==> src/rtl/mux_n_reg.sv <==
// N-way registered selector with stall/flush, select echo and sticky out-of-range flag.
// Optional saturating error counter on o_err_cnt when MUXN_ERR_CNT_EN is defined.

module mux_n_reg_lane #(
  parameter int BUS_WIDTH = 32,
  parameter int SEL_WIDTH = 2,
  parameter int LANE      = 0
) (
  input  logic [SEL_WIDTH-1:0] sel,
  input  logic [BUS_WIDTH-1:0] din,
  output logic [BUS_WIDTH-1:0] dout
);
  // One-hot masking; the top ORs all lanes together.
  assign dout = (sel == SEL_WIDTH'(LANE)) ? din : '0;
endmodule

module mux_n_reg #(
  parameter int                   BUS_WIDTH   = 32,
  parameter int                   NUM_INPUTS  = 3,
  parameter int                   SEL_WIDTH   = 2,
  parameter logic [BUS_WIDTH-1:0] RESET_VALUE = '0
) (
  input  logic                            i_clk,
  input  logic                            i_reset,
  input  logic [BUS_WIDTH*NUM_INPUTS-1:0] i_datos,
  input  logic [SEL_WIDTH-1:0]            i_sel,
  input  logic                            i_valid,
  input  logic                            i_stall,
  input  logic                            i_flush,
  input  logic                            i_clr_err,
`ifdef MUXN_ERR_CNT_EN
  output logic [7:0]                      o_err_cnt,
`endif
  output logic [BUS_WIDTH-1:0]            o_dato,
  output logic                            o_valid,
  output logic [SEL_WIDTH-1:0]            o_sel_q,
  output logic                            o_sel_err
);

  generate
    if (NUM_INPUTS < 2 || NUM_INPUTS > 16 || (2**SEL_WIDTH) < NUM_INPUTS) begin : g_bad_cfg
      $error("mux_n_reg: illegal NUM_INPUTS/SEL_WIDTH combination");
    end
  endgenerate

  logic [NUM_INPUTS-1:0][BUS_WIDTH-1:0] chan, lane_d;
  logic [BUS_WIDTH-1:0]                 mux_d;
  logic [SEL_WIDTH-1:0]                 eff_sel;
  logic                                 oor, load, err_set;

  assign chan    = i_datos;
  assign oor     = (32'(i_sel) >= NUM_INPUTS);
  // Out-of-range selects fall back to channel 0.
  assign eff_sel = oor ? '0 : i_sel;
  assign load    = !i_flush && !i_stall;
  assign err_set = load && i_valid && oor;

  genvar k;
  generate
    for (k = 0; k < NUM_INPUTS; k++) begin : g_lane
      mux_n_reg_lane #(
        .BUS_WIDTH(BUS_WIDTH),
        .SEL_WIDTH(SEL_WIDTH),
        .LANE     (k)
      ) u_lane (
        .sel (eff_sel),
        .din (chan[k]),
        .dout(lane_d[k])
      );
    end
  endgenerate

  always_comb begin
    mux_d = '0;
    for (int i = 0; i < NUM_INPUTS; i++) mux_d = mux_d | lane_d[i];
  end

  always_ff @(posedge i_clk or posedge i_reset) begin
    if (i_reset) begin
      o_dato  <= RESET_VALUE;
      o_valid <= 1'b0;
      o_sel_q <= '0;
    end else if (i_flush) begin
      o_dato  <= RESET_VALUE;
      o_valid <= 1'b0;
      o_sel_q <= '0;
    end else if (!i_stall) begin
      o_dato  <= mux_d;
      o_valid <= i_valid;
      o_sel_q <= i_sel;
    end
  end

  // Set beats clear; flush leaves the flag alone.
  always_ff @(posedge i_clk or posedge i_reset) begin
    if (i_reset)        o_sel_err <= 1'b0;
    else if (err_set)   o_sel_err <= 1'b1;
    else if (i_clr_err) o_sel_err <= 1'b0;
  end

`ifdef MUXN_ERR_CNT_EN
  always_ff @(posedge i_clk or posedge i_reset) begin
    if (i_reset)                          o_err_cnt <= 8'd0;
    else if (err_set && i_clr_err)        o_err_cnt <= 8'd1;
    else if (i_clr_err)                   o_err_cnt <= 8'd0;
    else if (err_set && o_err_cnt != 8'hFF) o_err_cnt <= o_err_cnt + 8'd1;
  end
`endif

endmodule

==> config.mk <==
export PLATFORM = sky130hd
export DESIGN_NAME = mux_n_reg
export DESIGN_NICKNAME = d
export VERILOG_FILES = /design/src/rtl/mux_n_reg.sv
export SDC_FILE = /design/constraint.sdc
export NUM_CORES = 1
export LEC_CHECK = 0
export ABC_AREA = 1
export CAP_MARGIN = 20
export CORE_UTILIZATION = 60
export DETAILED_ROUTE_END_ITERATION = 12
export DONT_BUFFER_PORTS = 1
export GPL_TIMING_DRIVEN = 0
export PLACE_DENSITY = 0.76
export SLEW_MARGIN = 5
export SYNTH_ARGS = -nofsm -noshare
export SYNTH_HDL_FRONTEND = slang
export SYNTH_SLANG_ARGS = --single-unit
export TNS_END_PERCENT = 100
==> constraint.sdc <==
create_clock -name i_clk -period 2.2 [get_ports i_clk]
set_input_delay 0.55 -clock i_clk [delete_from_list [all_inputs] [get_ports i_clk]]
set_output_delay 0.55 -clock i_clk [all_outputs]
set_load 0.01 [all_outputs]
Yosys cells after proc, flatten, opt, wreduce, memory -nomap -nowiden
Index checks and enable logic that the tools add are counted.

$add $sub $neg: 0. Multiply operators: 0. Divide/modulo/power cells: 0. Order comparisons: 1. Equal/unequal tests: 3. Shift-type cells: 0. Mux-type cells: 12. Bitwise gates (word level): 2. Reductions and logical operators: 7.

Operators with widths (count): 32-bit 2-to-1 mux (5); 32-bit OR (2); 2-bit 2-to-1 mux (3); 1-bit 2-to-1 mux (4); 1-bit logical AND (3); 2-bit by 1-bit equality test with 1-bit output, second input constant (1); 2-bit equality test, second input constant (1); 2-bit >= comparator, second input constant (1); 1-bit logical NOT (2); 2-bit logical NOT (1); 2-bit by 1-bit != test with 1-bit output, second input constant (1); 2-bit nonzero test (1).

Flip-flop bits (word level): 36. Bits in latches: 0. Memory bits (writable): 0. Bits in read-only memories: 0. Input port bits: 104. Output and inout port bits: 36. Word-level logic and storage cells: 29. Memories kept: 0.

Depth between registers and ports, before layout
Gate-level depths: netlist (run 1).

Word-level depth: 8. Depth in mapped cells: 7. Depth with buffers taken out: 6.

Hierarchy
Synthesis (run 1) repeated with hierarchy kept, for this count alone.

Cells, all modules: 465. Area total of the unflattened synthesis: 2934.1 um2.

By module, submodules not included: mux_n_reg (times used 1, cells each 257, area an instance 1789.2 um2, seq. area each 900.9 um2); mux_n_reg_lane (g_lane[1].u_lane ...) (times used 2, cells each 69, area an instance 359.1 um2, seq. area each 0.0 um2); mux_n_reg_lane (g_lane[0].u_lane) (times used 1, cells each 70, area an instance 426.7 um2, seq. area each 0.0 um2).

Least setup slack after synthesis (run 1)
No wires, ideal clock.

Path kind: input to register. Start point: input port i_sel[0]. End point: register o_dato[14]. Library setup time: 0.117 ns. Arrival time: 1.264 ns. Required time: 2.083 ns. Setup slack: 0.819 ns. Stages on the path: 7. Buffers on the path: 1. Cell sequence: inv_1 -> ha_1 -> buf_2 -> nand2_1 -> nand3_1 -> nand2_1 -> nand2_1.

Cells in the longest elaborated chain, start to end: 8.

RTL lines: start, declared (line 26) `input logic [SEL_WIDTH-1:0] i_sel,`; 2-bit >= comparator (line 52) `assign oor = (32'(i_sel) >= NUM_INPUTS);`; 2-bit 2-to-1 mux (*) (line 54) `assign eff_sel = oor ? '0 : i_sel;`; 2-bit by 1-bit equality test with 1-bit output / 2-bit logical NOT (equally long branches) (line 14) `assign dout = (sel == SEL_WIDTH'(LANE)) ? din : '0;`; 32-bit 2-to-1 mux (line 14); 32-bit OR (line 75) `for (int i = 0; i < NUM_INPUTS; i++) mux_d = mux_d | lane_d[i];`; 32-bit OR (*) (line 75); 32-bit 2-to-1 mux (*) (line 87) `end else if (!i_stall) begin`; 32-bit 2-to-1 mux (*) (line 83) `end else if (i_flush) begin`; end signal, assigned (line 88) `o_dato <= mux_d;`; end, declared (line 34) `output logic [BUS_WIDTH-1:0] o_dato,`.

Mark *: on every way between the ends. The rest lies on a longest branch, timed or not. The select of a mux whose other input is x is not followed. A chain may end at the register's enable or synchronous reset.

Final worst setup path (run 1)
Start point: register o_dato[0]. End point: output port o_dato[0].

No word-level cell between the ends.

==> results of run 1 <==
through the flow:
step | power (mW) | area (um^2) | hold WS (ps) | setup WS (ps)
final | 1.48 | 2160 | 202 | 867
after global routing | 1.57 | 2160 | 268 | 829
after CTS | 1.50 | 2160 | 220 | 850
after detailed placement | 0.986 | 2070 | 537 | 668
after global placement | 0.981 | 2070 | 533 | 479
after floorplan | 0.933 | 2010 | 506 | 819
routing by layer:
| layer | up-vias | wire length (um) | global-route usage (%) |
|---|---|---|---|
| li1 | 923 | - | - |
| met1 | 860 | 1990 | 32.8 |
| met2 | 98 | 2300 | 47.0 |
| met3 | 7 | 466 | 8.01 |
| met4 | 0 | 59 | 12.3 |
| met5 | - | 0 | 0 |
registers in the layout, summed over array words and instances, names as in the netlist:
register	flops
o_sel_q	2
o_sel_err	1
o_valid	1
o_dato	32
cells in the final DEF (no fill, tap or decap):
| cell | instances |
|---|---|
| nand2_2 | 5 |
| inv_1 | 3 |
| dfrtp_1 | 36 |
| clkbuf_4 | 5 |
| inv_2 | 2 |
| ha_1 | 3 |
| buf_2 | 12 |
| nand3_1 | 33 |
| buf_6 | 2 |
| buf_8 | 1 |
| nand2_1 | 196 |
| bufinv_16 | 1 |
| clkbuf_8 | 2 |
| nor2_4 | 2 |
| o21ai_0 | 1 |
power by group:
part | internal, mW | switching [mW] | total, mW
clock network | 0.302 | 0.212 | 0.513
registers | 0.705 | 0.0563 | 0.762
logic | 0.0755 | 0.134 | 0.210
area by class of cell:
class / instances / area, um^2 / share of cell area (%)
Clock buffer: 7 / 65.1 / 3.01
Sequential cell: 36 / 901 / 41.6
Multi-Input combinational cell: 240 / 997 / 46.1
Clock inverter: 1 / 30.0 / 1.39
Inverter: 5 / 18.8 / 0.867
Tap cell: 44 / 55.1 / 2.54
Buffer: 15 / 97.6 / 4.51
how the worst max path moves through the flow:
| stage | slack (ps) | cells after the start | start | to |
|---|---|---|---|---|
| after global placement | 480 | 1 | i_reset | o_dato[2] |
| after detailed placement | 670 | 7 | i_sel[0] | o_dato[31] |
| after CTS | 850 | 0 | o_dato[0] | o_dato[0] |
| after global routing | 830 | 0 | o_dato[9] | o_dato[9] |
| after floorplan | 820 | 7 | i_sel[0] | o_dato[14] |
| final | 870 | 0 | o_dato[0] | o_dato[0] |
cell families after synthesis:
| kind of cell | synth area share [%] |
|---|---|
| simple gates | 47.4 |
| compound gates | 0.248 |
| buf+inv | 5.78 |
| flops | 44.7 |
| fa+ha+maj | 1.86 |
==> results.cfg, run 1 <==
[cts]
htree_levels = 2
cts_sinks = 36
postCtsSetupRepairBufs = 0
cts_resized = 0
cts_hold_buf = 0
cts_inserted_buffers = 5
clockBufferDepth = 2
root_buffer = clkbuf_4
clock_latency_ps = 340
cts_tree = yes
cts.reportedPaths.clkPinSlew_ps = 110

[synthesis]
synthArstFlopShare_pct = 100
synth-edff-count = 0
yosysUniqueCellTypes = 12
synth-seq-cells = 36
avgSynthCellArea_um2 = 6.81
synth.area.top_cells = dfrtp_1 (45%), nand2_1 (37%), nand3_1 (8.2%), buf_2 (3.0%), ha_1 (1.9%)
synth_top_flop_cell = dfrtp_1
ys_warn_count = 0
syn_inst = 296
synth_top_cell_by_area = dfrtp_1
synth_top_area_share_pct = 44.7
synth_most_common_cell = nand2_1
synth_seq_area_share_pct = 44.7
synth_common_cells = nand2_1 (196), dfrtp_1 (36), nand3_1 (33), buf_2 (12), nand2_2 (5)
netlist_area_mm2 = 0.00201
syn_nets = 403

[sta]
setup_violations = 0
finalSetupTns_ps = 0
rsz0062_at_grt = no
clock_skew_ps = 0
fmax_mhz = 750
period_minus_slack_ps = 1330
min_period_over_period_pct = 60.6
slew-limit-headroom_pct = 50.8
worstMarginPinSlew_ps = 737
hold_viol = 0
maxSlewViolCount = 0

[min_path]
holdCritPathClass = input pin to asynchronous set/reset pin

[routing]
first_pass_iters = 4
ant_nets = 0
num_vias = 1888
viasPerCell = 5.43
drtIter0Drc = 78
wl_per_cell_um = 13.9
drc_errors = 0
routed_wl_mm = 4.82

[final_layout]
drive_gt1_share_pct = 10.5
fillers = 280
nets = 410
area_growth_pct = 7.45
final_core_util_pct = 69.2
fin_cells = 348
num_antenna_cells = 0

[die]
die_h_um = 59.9
die_x_um = 59.9
initial_core_util_pct = 64.4
core-area_mm2 = 0.00313
dieArea_mm2 = 0.00359
core.rowCount = 20
io_pins = 140

[setup_path]
r2r_slack_ps = 1510
crit_fanout = 2
crit_path_end_kind = primary output
timing.rr.start = o_dato[0]
r2r_cells = 2
r2r-end = o_dato[0]
critPathKind = register to primary output
worstPathRequired_ps = 1650
cp_data_arrival_time_ps = 780
cp-start-kind = register

[global_routing]
first_global_vias = 1728
antenna_found_initial = 0
grt_usage_pct = 27.8
grt_remaining_overflow = 0
grt_pass1_wl_mm = 7.42
grt_max_degree = 37

[power]
powerDensity_mw_per_mm2 = 686
p_leak_nw = 1.23
ir_drop_v = 0.000476

[outcome]
outcome = complete, no violations

[placement]
dp_hpwl_mm = 3.65
routabilityCongestion = 0.719
port_buffers = 0
place_inst = 340

[job]
cap_violations = 0
No activity file was read; power rests on OpenSTA's default activity.
==> run 2: changes to the inputs <==
Settings changed: CORE_UTILIZATION 60 to 56, PLACE_DENSITY 0.76 to 0.74.
Clock period 2.2 ns to 1.2 ns, I/O delays scaled along.
==> results.cfg, run 2 (same netlist as run 1, synthesis figures left out) <==
[placement]
routabilityCongestion = 0.783
dp_hpwl_mm = 3.68
port_buffers = 0
dp_slack_ps = -79.0
place_inst = 342

[min_path]
holdPathStages = 1
min_to = o_sel_err
min-delay-start = i_clr_err
holdCritPathClass = input pin to register

[final_layout]
largest_register_ffs = 32
drive_gt1_share_pct = 10.2
regArea_um2 = 901
final_cell_mix = nand2_1 (196), dfrtp_1 (36), nand3_1 (33)
nets = 411
largest_register = o_dato
top_regs = o_dato: 32 flops, o_sel_q: 2 flops
mostFrequentLayoutCell = nand2_1
fin_cells = 350
area_growth_pct = 6.65
final_core_util_pct = 63.4
fillers = 328
num_antenna_cells = 0
multiInputGateArea_um2 = 997

[cts]
root_buffer = clkbuf_4
cts_inserted_buffers = 5
cts_tree = yes
cts.reportedPaths.clkPinSlew_ps = 100
clockBufferDepth = 2
cts_sinks = 36
clock_latency_ps = 320
htree_levels = 2
postCtsSetupRepairBufs = 0

[routing]
first_pass_iters = 4
routed_wl_mm = 4.85
ant_nets = 0
viasPerCell = 5.31
num_vias = 1859
wl_per_cell_um = 13.9
drtIter0Drc = 88
drc_errors = 0

[die]
core.rowCount = 21
io_pins = 140
initial_core_util_pct = 59.4
die_x_um = 62.0
die_h_um = 62.0
dieArea_mm2 = 0.00384
core-area_mm2 = 0.00339

[global_routing]
grt_max_degree = 37
grt_remaining_overflow = 0
grt_pass1_wl_mm = 6.96
antenna_found_initial = 0
grt_usage_pct = 25.1
first_global_vias = 1661

[setup_path]
crit_fanout = 2
crit_path_end_kind = primary output
cp_data_arrival_time_ps = 770
timing.rr.start = o_dato[26]
critPathKind = register to primary output
worstPathRequired_ps = 900
r2r_slack_ps = 520
r2r-end = o_dato[26]
cp-start-kind = register
r2r_cells = 2

[sta]
fmax_mhz = 938
min_period_over_period_pct = 88.8
fin_ws_ps = 134
worstMarginPinSlew_ps = 613
clock_skew_ps = 0
setup_violations = 0
hold_viol = 0
rsz0062_at_grt = no
maxSlewViolCount = 0
slew-limit-headroom_pct = 59.1
period_minus_slack_ps = 1070
finalSetupTns_ps = 0

[outcome]
outcome = complete, no violations

[job]
cap_violations = 0

[power]
ir_drop_v = 0.000785
powerDensity_mw_per_mm2 = 1150
p_total_mw = 2.47
p_leak_nw = 1.22
[run 2: cell type report]
type / count / area share, %
buffer: 15 / 4.54
clock buffer: 7 / 3.03
inverter: 5 / 0.932
multi-input combinational: 240 / 46.4
sequential: 36 / 41.9
tap: 46 / 2.68
timing repair buffer: 1 / 0.466
[run 2: timing repair]
item,in CTS,in global routing
hold endpoints to repair,28,0
hold buffers,1,0
endpoints found under the setup margin,0,36
resized for setup,0,1
[run 2: worst register-to-register path, cell delays in order, from the launching register on]
cell     delay, ps
dfrtp_1        450
nand2_1         90
nand2_1         50
[run 2: through the flow]
| step | hold slack (ps) | cell area [um^2] |
|---|---|---|
| 4_1_cts | 59.5 | 2150 |
| 6_report | 80.8 | 2150 |
| 2_1_floorplan | 407 | 2010 |
| 3_5_place_dp | 353 | 2070 |
| 5_1_grt | 43.6 | 2150 |
| 3_3_place_gp | 414 | 2070 |
[run 2: report_power, final]
group | leakage [nW] | internal (mW) | switching, mW
Sequential | 0.482 | 1.29 | 0.100
Combinational | 0.697 | 0.141 | 0.248
Clock | 0.0374 | 0.332 | 0.357
Total | 1.22 | 1.77 | 0.705
[run 2: worst max-delay path by stage]
stage                     startpoint         end  slack [ps]  depth (start not counted)
after detailed placement    i_sel[0]   o_dato[9]         -80                          7
final                     o_dato[26]  o_dato[26]         130                          0
after global placement       i_reset   o_dato[2]        -270                          1
after floorplan             i_sel[0]  o_dato[14]          70                          7
after global routing       o_dato[9]   o_dato[9]          90                          0
after CTS                 o_dato[10]  o_dato[10]         120                          0
[run 2: routing by layer]
layer	global-route usage [%]	part of all wire, %
met3	8.70	9.9
met5	0	0
met2	40.9	47
met1	29.0	41
met4	14.0	1.7
